==> src/rtl/credit_rr_arbiter.sv <==
// Round-robin arbiter sharing one credit-based FIFO write port among NUM_REQ requesters.
// Optional sticky credit-overflow flag (credit_err) is enabled by defining CREDIT_ARB_ERR_EN.
module credit_rr_arbiter #(
    parameter int unsigned NUM_REQ     = 4,
    parameter int unsigned DATA_WIDTH  = 32,
    parameter int unsigned MAX_CREDITS = 8,
    localparam int unsigned ID_W       = $clog2(NUM_REQ),
    localparam int unsigned CNT_W      = $clog2(MAX_CREDITS + 1)
) (
    input  logic                          clk,
    input  logic                          rst_n,
    input  logic [NUM_REQ-1:0]            req_valid,
    output logic [NUM_REQ-1:0]            req_ready,
    input  logic [NUM_REQ*DATA_WIDTH-1:0] req_data,
    output logic                          out_valid,
    output logic [DATA_WIDTH-1:0]         out_data,
    output logic [ID_W-1:0]               out_src,
    input  logic                          credit_return,
    output logic [CNT_W-1:0]              credit_count
`ifdef CREDIT_ARB_ERR_EN
    ,
    output logic                          credit_err
`endif
);

    localparam logic [CNT_W-1:0] MaxCnt = CNT_W'(MAX_CREDITS);

    logic [CNT_W-1:0]      credit_q, credit_d;
    logic [ID_W-1:0]       rr_ptr_q, rr_ptr_d;
    logic                  out_valid_q, out_valid_d;
    logic [DATA_WIDTH-1:0] out_data_q, out_data_d;
    logic [ID_W-1:0]       out_src_q, out_src_d;

    logic                  has_credit;
    logic                  at_max;
    logic                  issue;
    logic [NUM_REQ-1:0]    grant;
    logic [ID_W-1:0]       gnt_idx;
    logic [DATA_WIDTH-1:0] gnt_data;

    function automatic logic [ID_W-1:0] wrap_add(logic [ID_W-1:0] base, int unsigned off);
        int unsigned sum;
        sum = 32'(base) + off;
        return ID_W'(sum % NUM_REQ);
    endfunction

    assign has_credit = (credit_q != '0);
    assign at_max     = (credit_q == MaxCnt);

    // Grant depends only on registered credit state, never on credit_return.
    always_comb begin
        grant    = '0;
        gnt_idx  = '0;
        gnt_data = '0;
        issue    = 1'b0;
        if (rst_n && has_credit) begin
            for (int unsigned k = 0; k < NUM_REQ; k++) begin
                if (!issue && req_valid[wrap_add(rr_ptr_q, k)]) begin
                    issue          = 1'b1;
                    gnt_idx        = wrap_add(rr_ptr_q, k);
                    grant[gnt_idx] = 1'b1;
                    gnt_data       = req_data[32'(gnt_idx)*DATA_WIDTH +: DATA_WIDTH];
                end
            end
        end
    end

    always_comb begin
        credit_d = credit_q;
        unique case ({issue, credit_return})
            2'b10:   credit_d = credit_q - CNT_W'(1);
            2'b01:   if (!at_max) credit_d = credit_q + CNT_W'(1);
            default: credit_d = credit_q;
        endcase
    end

    always_comb begin
        rr_ptr_d    = issue ? wrap_add(gnt_idx, 1) : rr_ptr_q;
        out_valid_d = issue;
        out_data_d  = issue ? gnt_data : out_data_q;
        out_src_d   = issue ? gnt_idx : out_src_q;
    end

    always_ff @(posedge clk) begin
        if (!rst_n) begin
            credit_q    <= MaxCnt;
            rr_ptr_q    <= '0;
            out_valid_q <= 1'b0;
            out_data_q  <= '0;
            out_src_q   <= '0;
        end else begin
            credit_q    <= credit_d;
            rr_ptr_q    <= rr_ptr_d;
            out_valid_q <= out_valid_d;
            out_data_q  <= out_data_d;
            out_src_q   <= out_src_d;
        end
    end

    assign req_ready    = grant;
    assign out_valid    = out_valid_q;
    assign out_data     = out_data_q;
    assign out_src      = out_src_q;
    assign credit_count = credit_q;

`ifdef CREDIT_ARB_ERR_EN
    logic err_q, err_d;

    // A return with a full counter and no issue means the FIFO popped a beat we never sent.
    assign err_d = err_q | (credit_return && at_max && !issue);

    always_ff @(posedge clk) begin
        if (!rst_n) begin
            err_q <= 1'b0;
        end else begin
            err_q <= err_d;
        end
    end

    assign credit_err = err_q;
`endif

    a_ready_onehot: assert property (@(posedge clk) disable iff (!rst_n) $onehot0(req_ready));
    a_credit_max:   assert property (@(posedge clk) disable iff (!rst_n) credit_q <= MaxCnt);

endmodule

==> config.mk <==
export PLATFORM = sky130hd
export DESIGN_NAME = credit_rr_arbiter
export DESIGN_NICKNAME = d
export VERILOG_FILES = /design/src/rtl/credit_rr_arbiter.sv
export SDC_FILE = /design/constraint.sdc
export NUM_CORES = 1
export LEC_CHECK = 0
export BUFFER_PORTS_ARGS = -buffer_cell sky130_fd_sc_hd__buf_2
export CAP_MARGIN = 40
export CORE_MARGIN = 5
export CORE_UTILIZATION = 49
export DETAILED_ROUTE_END_ITERATION = 6
export PLACE_DENSITY = 0.85
export SETUP_SLACK_MARGIN = 0.02
export SKIP_LAST_GASP = 1
export SYNTH_ARGS = -nofsm -noshare
export SYNTH_HDL_FRONTEND = slang
export SYNTH_SLANG_ARGS = --single-unit
==> constraint.sdc <==
create_clock -name clk -period 4.04 [get_ports clk]
set_input_delay 0.808 -clock clk [delete_from_list [all_inputs] [get_ports clk]]
set_output_delay 0.808 -clock clk [all_outputs]
set_load 0.01 [all_outputs]
==> impl_metrics.tcl <==
set metrics [dict create \
    fin_crit_sh_pct 85.9 \
    crit_fanout 35 \
    num_rows 40 \
    place_worst_setup_slack_ps 638 \
    overflow 0 \
    drv_cap 0 \
    drive_gt1_share_pct 49.3 \
    cp.required_ps 3230 \
    grt_start_max_net_pins 76 \
    status "complete, no violations" \
    syn-num-nets 699 \
    portBuffers 177 \
    clock_latency_ps 290 \
    grt_pass1_wl_um 29000 \
    fp.dieW_um 120 \
    crit_chain "buf_4, mux4_2, nor2b_1, a22oi_1, nor2_1, a221oi_1, nor2_1, buf_2" \
    cts_resized 0 \
    slew_headroom_pct 51.9 \
    holdCritPathClass "reg2reg" \
    slew_violations 0 \
    drt_iter0_markers 519 \
    hold_slack_ps 457 \
    yosysSeqAreaShare_pct 13.9 \
    synth_warnings 0 \
    initial_utilization_pct 49.4 \
    first_pass_iters 5 \
    wire_per_inst_um 21.2 \
    timing.final.crit_period_ps 3470 \
    drc 0 \
    async_flop_share_pct 0 \
    final-setup-viol-count 0 \
    hold_violations 0 \
    vias 5869 \
    post-cts-setup-buffers 0 \
    critical_path.startpoint_type "flip-flop" \
    clockRootBuffer "clkbuf_16" \
    synth-seq-cells 41 \
    crit_arrival_ps 2660 \
    area_delta_synth_final_pct 18.3 \
    ios 178 \
    synth.distinct_cells 45 \
    first_global_vias 5952 \
    cp_slowest_cell "dfxtp_4" \
    ant_nets 0 \
    post-dp-hpwl_um 12600 \
    layoutNonFillerInstCount 836 \
    final.setup.tns_ps 0 \
    dieArea_mm2 0.0143 \
    cts_hold_buf 0 \
    cp_num_buf_inv 2 \
    wirelength_um 17700 \
    fill_cells 1024 \
    dp_cells 825 \
    via_per_inst 7.02 \
    cp_common_cell "nor2_1" \
    fin_skew_ps 10.7 \
    max_stage_delay_ps 520 \
    ys.flop_type "dfxtp_1" \
    r2r_slack_ps 700 \
    core_area_mm2 0.0119 \
    power.density_mw_per_mm2 778 \
    cts_sinks 41 \
    cts_tree "built" \
    finalNetCount 831 \
    vdd_ir_drop_max_mv 0.591 \
    die_y_um 120 \
    cts_buffer_depth 2 \
    tightestPinTransition_ps 721 \
    netlist_instances 554 \
    grt.total_usage_pct 24.5 \
    synth_area_mm2 0.00589 \
    synth_edf_count 0 \
    critPathTopFamily "buffers and inverters" \
    cts_buffers 5 \
    fmax_ghz 0.288 \
    cts-htree-levels 2 \
    worstSetupEndpointType "output port" \
    syn_area_per_cell_um2 10.6 \
    antenna_found_initial 2 \
    clk_pin_slew_ps 60 \
    setup_ws_ps 570 \
    p_leak_nw 2.64 \
    worstSetupPathType "reg2out" \
    rsz0062_at_grt "false" \
    place.gp.congestion 0.962 \
]
## final timing paths
check               startpoint               to  cells after the start
setup / recovery   rr_ptr_q[1]     req_ready[0]                      8
hold / removal    out_data[31]     out_data[31]                      2
setup reg to reg   rr_ptr_q[0]  credit_count[3]                     11
hold reg to reg   out_data[31]     out_data[31]                      2
## layer usage
metal | GRT usage (%) | share of wire [%] | wire [µm] | up-vias
met5 | 0 | 0 | 0 | -
met4 | 8.88 | 2.7 | 480 | 0
met3 | 3.82 | 9.0 | 1600 | 55
met2 | 42.4 | 52 | 9200 | 365
met1 | 31.3 | 36 | 6420 | 2905
li1 | - | - | - | 2544
## where the power goes
part           internal, mW  switching, mW  leakage [nW]
clock                 0.284          0.177        0.0813
sequential            0.585          0.179         0.342
combinational          2.14           2.05          2.22
total                  3.01           2.41          2.64
## registers in the layout, indices dropped and copies added (netlist names)
register,flops
out_data,32
credit_count,4
out_src,2
rr_ptr_q,2
out_valid,1
## cell type report
type	instances	area, µm²	area share (%)
diodes	2	5.00	0.0718
clock buffers	7	164	2.35
clock inverters	1	7.51	0.108
inverters	6	22.5	0.323
multi-input cells	439	4750	68.2
flip-flops and latches	41	828	11.9
well taps	147	184	2.64
repair buffers	193	1000	14.4
## cells in the mapped netlist, drive strengths merged (2+ instances only)
master	instances	area, µm²
o211ai	2	15.0
a32oi	4	35.0
o21ai	37	189
nand2b	3	18.8
a221oi	4	35.0
nor2	44	165
nand3b	2	15.0
nor2b	5	31.3
nor3	2	10.0
dfxtp	41	821
a32o	2	20.0
nand3	37	190
buf	31	165
xnor2	3	26.3
a311oi	2	17.5
inv	6	22.5
o41ai	2	36.3
a22oi	4	30.0
a21oi	63	315
a31oi	2	12.5
ha	9	113
clkbuf	37	139
o31ai	3	22.5
a2bb2oi	30	263
nand2	37	139
mux4	130	2930
## worst reg2reg max path: cells and delay by family (launching register included)
family / cells / cell delay, ps
multiplexers: 1 / 440
adder cells (fa/ha/maj): 2 / 650
AND/OR/NAND/NOR: 3 / 600
flip-flops: 1 / 510
AO/OA/AOI/OAI: 4 / 850
buffers and inverters: 1 / 170
## placed cells by master, fill, tap and decap left out, types with 3 or more instances in the layout
cell and count:
a221oi_1 4, dfxtp_1 39, a2bb2oi_1 30, buf_2 177, buf_4 15, nand2b_1 3, a22oi_1 4, mux4_2 130
nand3_1 36, o21ai_1 8, a21oi_1 63, nor2_1 44, o21ai_0 28, xnor2_1 3, a32oi_1 4, nand2_1 37
clkbuf_16 6, nor2b_1 5, inv_1 6, ha_1 8, o31ai_1 3
## cell families (layout without fill, tap and decap cells)
| kind of cell | Yosys count | in the layout | share of synthesized area [%] |
|---|---|---|---|
| xor+xnor | 4 | 4 | 0.595 |
| fa+ha+maj | 10 | 10 | 2.25 |
| simple gates | 133 | 133 | 10.1 |
| other cells | 0 | 2 | 0 |
| compound gates | 161 | 161 | 17.7 |
| mux | 131 | 131 | 49.9 |
| flops | 41 | 41 | 13.9 |
| buf+inv | 74 | 207 | 5.55 |
## through the flow
step	power [mW]	instance area, µm²	util [%]
floorplan	4.13	5890	-
global placement	4.80	6790	57.0
detailed placement	4.97	6790	57.0
CTS	5.44	6960	58.4
global route	5.88	6970	58.5
finish	5.42	6970	58.5
(Power assumes the default switching activity.)
